### src/rtl/alu_serial_sequencer.sv
// alu_serial_sequencer
//   Bit-serial initiator for a single alu_1bit slice. A WIDTH-bit operation
//   is run over WIDTH cycles. Each cycle presents one operand bit pair to the
//   slice, LSB first, and chains the slice carry through an internal
//   register. The collected result word is returned with the final carry and
//   a one-cycle done pulse.
//
// Optional feature macro: ALU_SERIAL_ZERO_FLAG_EN (adds zero_out).
//
// Ports
//   clk, rst          clock, asynchronous active-high reset
//   start             request, accepted only when idle
//   op_a, op_b        WIDTH-bit operands, sampled on accepted start
//   opsel_in, mode_in slice operation select / mode, sampled on accepted start
//   cin_in            carry into bit 0, sampled on accepted start
//   busy              high while an operation is in flight (shift + done)
//   done              one-cycle pulse when result_out/cout_out update
//   result_out        assembled result, held until next completion
//   cout_out          slice carry-out of the MSB cycle
//   zero_out          (optional) result was all zeros
//   alu_op1/op2/cin   per-bit slice inputs
//   alu_opsel/mode    latched slice controls
//   alu_result/cout   slice outputs (combinational from alu_*)
module alu_serial_sequencer #(
   parameter int unsigned WIDTH = 8
) (
   input  logic             clk,
   input  logic             rst,
   input  logic             start,
   input  logic [WIDTH-1:0] op_a,
   input  logic [WIDTH-1:0] op_b,
   input  logic [2:0]       opsel_in,
   input  logic             mode_in,
   input  logic             cin_in,
   output logic             busy,
   output logic             done,
   output logic [WIDTH-1:0] result_out,
   output logic             cout_out,
`ifdef ALU_SERIAL_ZERO_FLAG_EN
   output logic             zero_out,
`endif
   output logic             alu_op1,
   output logic             alu_op2,
   output logic             alu_cin,
   output logic [2:0]       alu_opsel,
   output logic             alu_mode,
   input  logic             alu_result,
   input  logic             alu_cout
);

   // Wide enough to hold WIDTH-1.
   localparam int unsigned CntW = (WIDTH > 2) ? $clog2(WIDTH) : 1;

   typedef enum logic [1:0] {StIdle, StShift, StDone} state_e;

   state_e           state_q, state_d;
   logic [WIDTH-1:0] a_sh, b_sh, r_sh;
   logic             carry_r;
   logic [CntW-1:0]  cnt;
   logic [2:0]       opsel_r;
   logic             mode_r;
   logic             last;
`ifdef ALU_SERIAL_ZERO_FLAG_EN
   logic             nz_r;  // any collected result bit was 1
`endif

   // State register
   always_ff @(posedge clk or posedge rst) begin
      if (rst) begin
         state_q <= StIdle;
      end else begin
         state_q <= state_d;
      end
   end

   // Next state and outputs
   always_comb begin
      state_d   = state_q;
      busy      = 1'b0;
      done      = 1'b0;
      alu_op1   = 1'b0;
      alu_op2   = 1'b0;
      alu_cin   = 1'b0;
      alu_opsel = 3'b000;
      alu_mode  = 1'b0;
      last      = 1'b0;
      unique case (state_q)
         StIdle: begin
            if (start) state_d = StShift;
         end
         StShift: begin
            busy      = 1'b1;
            alu_op1   = a_sh[0];
            alu_op2   = b_sh[0];
            alu_cin   = carry_r;
            alu_opsel = opsel_r;
            alu_mode  = mode_r;
            last      = (cnt == CntW'(WIDTH - 1));
            if (last) state_d = StDone;
         end
         StDone: begin
            busy    = 1'b1;
            done    = 1'b1;
            state_d = StIdle;
         end
         default: state_d = StIdle;
      endcase
   end

   // Datapath
   always_ff @(posedge clk or posedge rst) begin
      if (rst) begin
         a_sh       <= '0;
         b_sh       <= '0;
         r_sh       <= '0;
         carry_r    <= 1'b0;
         cnt        <= '0;
         opsel_r    <= 3'b000;
         mode_r     <= 1'b0;
         result_out <= '0;
         cout_out   <= 1'b0;
`ifdef ALU_SERIAL_ZERO_FLAG_EN
         nz_r       <= 1'b0;
         zero_out   <= 1'b0;
`endif
      end else begin
         case (state_q)
            StIdle: begin
               if (start) begin
                  a_sh    <= op_a;
                  b_sh    <= op_b;
                  r_sh    <= '0;
                  carry_r <= cin_in;
                  cnt     <= '0;
                  opsel_r <= opsel_in;
                  mode_r  <= mode_in;
`ifdef ALU_SERIAL_ZERO_FLAG_EN
                  nz_r    <= 1'b0;
`endif
               end
            end
            StShift: begin
               r_sh    <= {alu_result, r_sh[WIDTH-1:1]};
               a_sh    <= a_sh >> 1;
               b_sh    <= b_sh >> 1;
               // Carry is chained in logic mode too; the slice owns its meaning.
               carry_r <= alu_cout;
`ifdef ALU_SERIAL_ZERO_FLAG_EN
               nz_r    <= nz_r | alu_result;
`endif
               if (last) begin
                  result_out <= {alu_result, r_sh[WIDTH-1:1]};
                  cout_out   <= alu_cout;
`ifdef ALU_SERIAL_ZERO_FLAG_EN
                  zero_out   <= ~(nz_r | alu_result);
`endif
               end else begin
                  cnt <= cnt + CntW'(1);
               end
            end
            default: ;
         endcase
      end
   end

endmodule

### config.mk
export PLATFORM = sky130hd
export DESIGN_NAME = alu_serial_sequencer
export DESIGN_NICKNAME = d
export VERILOG_FILES = /design/src/rtl/alu_serial_sequencer.sv
export SDC_FILE = /design/constraint.sdc
export NUM_CORES = 1
export LEC_CHECK = 0
export CAP_MARGIN = 40
export CORE_MARGIN = 1
export CORE_UTILIZATION = 50
export CTS_CLUSTER_DIAMETER = 60
export DETAILED_ROUTE_END_ITERATION = 8
export PLACE_DENSITY = 0.86
export SYNTH_ARGS = -nofsm -noshare
export SYNTH_HDL_FRONTEND = slang
export SYNTH_SLANG_ARGS = --single-unit
### constraint.sdc
create_clock -name clk -period 5.2 [get_ports clk]
set_clock_uncertainty 0.15 [all_clocks]
set_input_delay 1.3 -clock clk [delete_from_list [all_inputs] [get_ports clk]]
set_output_delay 1.3 -clock clk [all_outputs]
set_load 0.005 [all_outputs]
==> results.ini, run 1 <==
[logic_synthesis]
synth_top_flop_cell = dfrtp_1
synthesis.nets = 208
synth-seq-area-share_pct = 53.2
synth.area.top_cells = dfrtp_1 (53%), mux2i_1 (8.6%), mux2_2 (8.0%), nand2_1 (6.5%), o21ai_0 (4.8%)
post_synth.cell_area_avg_um2 = 11.3
ys_types = 25
postSynthCellCount = 175
synth_edf_count = 0
netlist_area_um2 = 1980
ys_ff_latch = 42
yosysTopAreaCellShare_pct = 53.2
yosysTopAreaCell = dfrtp_1
synth-async-reset-ratio_pct = 100
yosysWarningCount = 0

[timing]
setup_tns_ns = 0
tightest_slew_ns = 0.615
drv_slew = 0
hold_slack_ns = 0.325
maxSlewHeadroom_pct = 59.0
fmaxAchievable_mhz = 279
rsz0062_at_grt = no
setup_viol = 0
period_needed_ns = 3.58
post-route-period-util_pct = 68.8
finalHoldViolCount = 0

[clocking]
clk_pin_slew_worst_paths_ns = 0.07
cts_root_buf = clkbuf_8
htreeDepth = 2
ctsLongestPathBuffers = 2
cts_tree = built
insertion_delay_ns = 0.29
cts_made_buffers = 5
cts_sinks = 42
post_cts_resized = 0
post-cts-setup-buffers = 0
ctsHoldBuffers = 0

[grt]
overflow = 0
grt_pass1_wl_um = 6050
grt_usage_pct = 19.5
antenna_found_initial = 0
grt_max_degree = 43
first_global_vias = 1310

[setup_path]
critPathCapture = alu_cin
regToRegEndpoint = cnt[0]$_DFFE_PP0P_
rr_startpoint = state_q[1]$_DFFE_PP0P_
cp-start-kind = register
path_class = reg -> out
reg2reg_slack_ns = 2.98
cp.arrival_ns = 2.13
r2r_cells = 5
critPathLaunch = state_q[1]$_DFFE_PP0P_
end_kind = output port
critPathRequiredTime_ns = 3.75
cp_max_fo = 17

[pwr]
switching_share_pct = 34.2
switchingPower_mw = 0.435
pwr-share-clk_pct = 16.7
ir_worst_vdd_mv = 0.291
internal_power_mw = 0.838
seqPwrFrac_pct = 39.9
total_power_mw = 1.27
total_leakage_power_nw = 1.15
p_comb_share_pct = 43.4
p_per_area_nw_per_um2 = 505

[drt]
drt-met1-wl_um = 1600
highest_layer = met4
drcViolationCount = 0
post_drt_via_cell_ratio = 4.99
drtAntennaViolNets = 0
wl_met2_um = 1700
vias = 1332
routed_wl_um = 3490
wl_per_cell_um = 13.1
wl_met3_um = 142
dr.pass1.iters = 4
first_iter_violations = 56

[final_layout]
multi_input_area_um2 = 837
syn2layout_area_growth_pct = 27.7
antennaDiodeCount = 0
seq_area_um2 = 1050
layout_common_cells = clkdlybuf4s50_1 (43), dfrtp_1 (42), nand2_1 (34)
drive_above_1_share_pct = 13.2
final_common_cell = clkdlybuf4s50_1
final_nets = 251
n_fill_cell = 288

[die]
io_pins = 44
coreArea_um2 = 3720
start_util_pct = 53.2
dieArea_um2 = 4210
die_w_um = 64.9
rows = 22
die-height_um = 64.9

[place]
dp_hpwl_um = 2500
io_buffer_count = 43
place_congestion = 0.751

[outcome]
outcome = completed

[run]
drv_cap = 0

[hold_path]
holdCritPathClass = reg -> reg

-- sequential cells by signal, indices dropped and copies added (netlist names) --
name	count
r_sh	7
carry_r	1
cout_out	1
result_out	8
a_sh	8
state_q	2
cnt	3
opsel_r	3
b_sh	8
mode_r	1
-- cell type report --
cell class / count / area share [%]
Inverter: 6 / 0.893
Sequential cell: 42 / 41.7
Clock inverter: 1 / 0.198
Clock buffer: 7 / 3.42
Timing Repair Buffer: 46 / 18.3
Multi-Input combinational cell: 117 / 33.2
Tap cell: 48 / 2.38
-- Yosys cell counts (2+ instances only) --
| library cell | number |
|---|---|
| buf_2 | 3 |
| a31oi_1 | 2 |
| nor2b_1 | 3 |
| buf_4 | 3 |
| and2_1 | 7 |
| inv_1 | 6 |
| ha_1 | 7 |
| mux2i_1 | 17 |
| o21ai_0 | 19 |
| mux2_2 | 14 |
| nand2_1 | 34 |
| dfrtp_1 | 42 |
| o21ai_1 | 6 |
-- layer usage --
layer	track usage (%)	vias to the layer above
li1	-	672
met1	24.8	617
met2	31.5	35
met3	5.99	8
met4	6.67	0
met5	0	-
-- power groups by stage --
stage	sequential (mW)	combinational (mW)	clock (mW)
after global placement	0.510	0.519	0
after CTS	0.510	0.562	0.218
after global routing	0.527	0.618	0.233
final	0.509	0.553	0.212
after floorplan	0.498	0.406	0
after detailed placement	0.516	0.561	0
-- worst min-delay path by stage --
stage	slack (ns)	depth (start not counted)	from	endpoint
finish	0.33	2	carry_r$_DFFE_PP0P_	carry_r$_DFFE_PP0P_
global placement	0.31	2	a_sh[0]$_DFFE_PP0P_	a_sh[0]$_DFFE_PP0P_
detailed placement	0.31	2	carry_r$_DFFE_PP0P_	carry_r$_DFFE_PP0P_
global route	0.36	2	carry_r$_DFFE_PP0P_	carry_r$_DFFE_PP0P_
floorplan	0.29	2	a_sh[0]$_DFFE_PP0P_	a_sh[0]$_DFFE_PP0P_
CTS	0.33	2	carry_r$_DFFE_PP0P_	carry_r$_DFFE_PP0P_
-- logic make-up (layout without fill, tap and decap cells) --
group / count (synthesis) / after routing / synth area share [%]
muxes: 33 / 33 / 18.5
buffers and inverters: 16 / 60 / 4.43
DFF: 42 / 42 / 53.2
adders and majority gates: 7 / 7 / 4.43
and+or+nand+nor: 47 / 47 / 10.8
AOI/OAI and AO/OA: 30 / 30 / 8.61
-- worst max-delay path: stages, from the launching register on --
cell	delay [ns]
dfrtp_1	0.39
inv_1	0.13
ha_1	0.57
and2_1	0.22
clkdlybuf4s50_1	0.52
-- per-stage QoR --
step / instance area (um^2) / util (%) / std cells / worst slack [ns]
2_1_floorplan: 1980 / - / 175 / 2.60
3_3_place_gp: 2420 / 65.0 / 258 / 2.00
3_5_place_dp: 2430 / 65.4 / 259 / 1.93
4_1_cts: 2520 / 67.9 / 267 / 1.60
5_1_grt: 2520 / 67.9 / 267 / 1.49
6_report: 2520 / 67.9 / 267 / 1.62
No activity file was read; power rests on OpenSTA's default activity.
==> run 2, diff against run 1 <==
==> constraint.sdc (replaced) <==
create_clock -name clk -period 3.45 [get_ports clk]
set_clock_uncertainty 0.15 [all_clocks]
set_input_delay 0.8625 -clock clk [delete_from_list [all_inputs] [get_ports clk]]
set_output_delay 0.8625 -clock clk [all_outputs]
set_load 0.005 [all_outputs]
==> run 2 against run 1 <==
Net effect: routed wire length down 1.2%; combinational power grew 47%; via count up 0.98%; highest routed layer unchanged; worst hold slack better by 0.0042 ns.
==> results.ini, run 2 (synthesis results as in run 1) <==
[outcome]
outcome = completed

[pwr]
total_power_mw = 1.96  ; +54%
pwr-share-clk_pct = 19.4  ; +2.7 points
internal_power_mw = 1.31  ; +56%
switching_share_pct = 33.3  ; -0.86 points
total_leakage_power_nw = 1.15  ; +0.62%
p_comb_share_pct = 41.5  ; -1.9 points
seqPwrFrac_pct = 39.1  ; -0.8 points
p_per_area_nw_per_um2 = 773  ; +53%
switchingPower_mw = 0.653  ; +50%
ir_worst_vdd_mv = 0.412  ; +41%

[clocking]
cts_sinks = 42  ; unchanged
ctsHoldBuffers = 0  ; unchanged
cts_tree = built
post-cts-setup-buffers = 0  ; unchanged
post_cts_resized = 0  ; unchanged
insertion_delay_ns = 0.30  ; about the same
cts_made_buffers = 5  ; unchanged
htreeDepth = 2  ; unchanged
clk_pin_slew_worst_paths_ns = 0.08  ; about the same
cts_root_buf = clkbuf_8
ctsLongestPathBuffers = 2  ; unchanged

[die]
die-height_um = 64.9  ; unchanged
io_pins = 44  ; unchanged
dieArea_um2 = 4210  ; unchanged
rows = 22  ; unchanged
coreArea_um2 = 3720  ; unchanged
start_util_pct = 53.2  ; unchanged
die_w_um = 64.9  ; unchanged

[timing]
layout_setup_ws_ns = 0.348  ; -1.27 ns
drv_slew = 0  ; unchanged
maxSlewHeadroom_pct = 60.6  ; +1.7 points
setup_tns_ns = 0  ; unchanged
post-route-period-util_pct = 89.9
period_needed_ns = 3.10
setup_viol = 0  ; unchanged
finalHoldViolCount = 0  ; unchanged
rsz0062_at_grt = no
tightest_slew_ns = 0.590  ; -0.0248 ns
fmaxAchievable_mhz = 322

[final_layout]
syn2layout_area_growth_pct = 28.2
final_common_cell = clkdlybuf4s50_1
final_cell_area_um2 = 2530  ; +0.40%
final_nets = 251  ; unchanged
drive_above_1_share_pct = 13.7  ; +0.46 points
layout_common_cells = clkdlybuf4s50_1 (43), dfrtp_1 (42), nand2_1 (34)
antennaDiodeCount = 0  ; unchanged
n_fill_cell = 291  ; +1.0%
top_regs = a_sh x8, b_sh x8, result_out x8

[grt]
grt_usage_pct = 19.4  ; -0.12 points
antenna_found_initial = 0  ; unchanged
overflow = 0  ; unchanged
grt_max_degree = 45  ; +4.7%
grt_pass1_wl_um = 6060  ; +0.12%
first_global_vias = 1386  ; +5.8%

[run]
drv_cap = 0  ; unchanged

[setup_path]
worst-path-buf-inv = 2  ; unchanged
cp-start-kind = register
critPathRequiredTime_ns = 2.44  ; -1.31 ns
critical-path-max-stage-delay_ns = 0.56  ; about the same
path_delay_family = buffers and inverters
cp_cell_sequence = inv_1 > ha_1 > and2_1 > clkdlybuf4s50_1
slowest_stage = ha_1
path_class = reg -> out
end_kind = output port
cp.arrival_ns = 2.09  ; -0.04 ns
cp_max_fo = 17  ; unchanged

[drt]
drcViolationCount = 0  ; unchanged
routed_wl_um = 3450  ; -1.2%
drtAntennaViolNets = 0  ; unchanged
wl_per_cell_um = 12.9  ; -1.2%
vias = 1345  ; +0.98%
first_iter_violations = 81  ; +45%
post_drt_via_cell_ratio = 5.04  ; +0.98%
dr.pass1.iters = 4  ; unchanged

[place]
dp_hpwl_um = 2440  ; -2.2%
dpl-instance-area_um2 = 2420  ; -0.31%
place_congestion = 0.712  ; -5.2%
io_buffer_count = 43  ; unchanged
place_ws_ns = 0.648  ; -1.28 ns

[hold_path]
holdCritPathClass = reg -> reg

## run 2: changes by cell type in the layout (fill, tap and decap cells not counted), sizes merged
cell	change
clkinv	+1
clkbuf	-2
bufinv	+1
## run 2: layer usage
layer / GRT usage [%] / vias up / part of all wire, %
met3: 6.16 / 5 / 4.8
met4: 7.78 / 0 / 1.7
met2: 31.4 / 34 / 47
met1: 24.0 / 636 / 46
met5: 0 / - / 0
li1: - / 670 / -
## run 2: worst paths after layout
check	from	end	slack (ns)	depth (start not counted)
worst min register to register	a_sh[0]$_DFFE_PP0P_	a_sh[0]$_DFFE_PP0P_	0.33	2
worst max-delay path	state_q[1]$_DFFE_PP0P_	alu_cin	0.35	4
worst min-delay path	a_sh[0]$_DFFE_PP0P_	a_sh[0]$_DFFE_PP0P_	0.33	2
max in group asynchronous	rst	a_sh[7]$_DFFE_PP0P_	1.94	3
worst max register to register	state_q[1]$_DFFE_PP0P_	cnt[0]$_DFFE_PP0P_	1.27	5
min in group asynchronous	rst	cout_out$_DFFE_PP0P_	0.86	3
## run 2: power by group through the flow
stage | clock network, mW | registers (mW) | logic, mW
detailed placement | 0 | 0.776 | 0.824
global route | 0.405 | 0.791 | 0.919
finish | 0.379 | 0.766 | 0.813
CTS | 0.386 | 0.767 | 0.828
floorplan | 0 | 0.750 | 0.612
global placement | 0 | 0.768 | 0.798
## run 2: area by class of cell
| class | count | area (um^2) | area share (%) |
|---|---|---|---|
| clock buffers | 5 | 68.8 | 2.72 |
| clock inverters | 3 | 40.0 | 1.58 |
| inverters | 6 | 22.5 | 0.889 |
| multi-input cells | 117 | 837 | 33.1 |
| flip-flops and latches | 42 | 1050 | 41.5 |
| well taps | 48 | 60.1 | 2.37 |
| repair buffers | 46 | 453 | 17.9 |
## run 2: worst min-delay path, delay by kind of cell (launching register included)
kind,cells,cell delay [ns]
flip-flops,1,0.34
AO/OA/AOI/OAI,1,0.06
AND/OR/NAND/NOR,1,0.04
## run 2: per-stage QoR
| stage | hold WS, ns | utilization [%] | std cells |
|---|---|---|---|
| after CTS | 0.339 | 68.1 | 267 |
| after global routing | 0.368 | 68.1 | 267 |
| after global placement | 0.306 | 65.2 | 259 |
| after floorplan | 0.292 | - | 175 |
| final | 0.329 | 68.1 | 267 |
| after detailed placement | 0.320 | 65.2 | 259 |
==> run 3, diff against run 2 <==
--- a/config.mk
+++ b/config.mk
@@ -5,12 +5,14 @@
 export SDC_FILE = /design/constraint.sdc
 export NUM_CORES = 1
 export LEC_CHECK = 0
-export CAP_MARGIN = 40
+export CAP_MARGIN = 15
 export CORE_MARGIN = 1
 export CORE_UTILIZATION = 50
 export CTS_CLUSTER_DIAMETER = 60
 export DETAILED_ROUTE_END_ITERATION = 8
 export PLACE_DENSITY = 0.86
+export SETUP_SLACK_MARGIN = 0.05
+export SLEW_MARGIN = 30
 export SYNTH_ARGS = -nofsm -noshare
 export SYNTH_HDL_FRONTEND = slang
 export SYNTH_SLANG_ARGS = --single-unit
==> results of run 3 <==
Same layout as run 2: the final DEF is identical, and so are final timing and power.
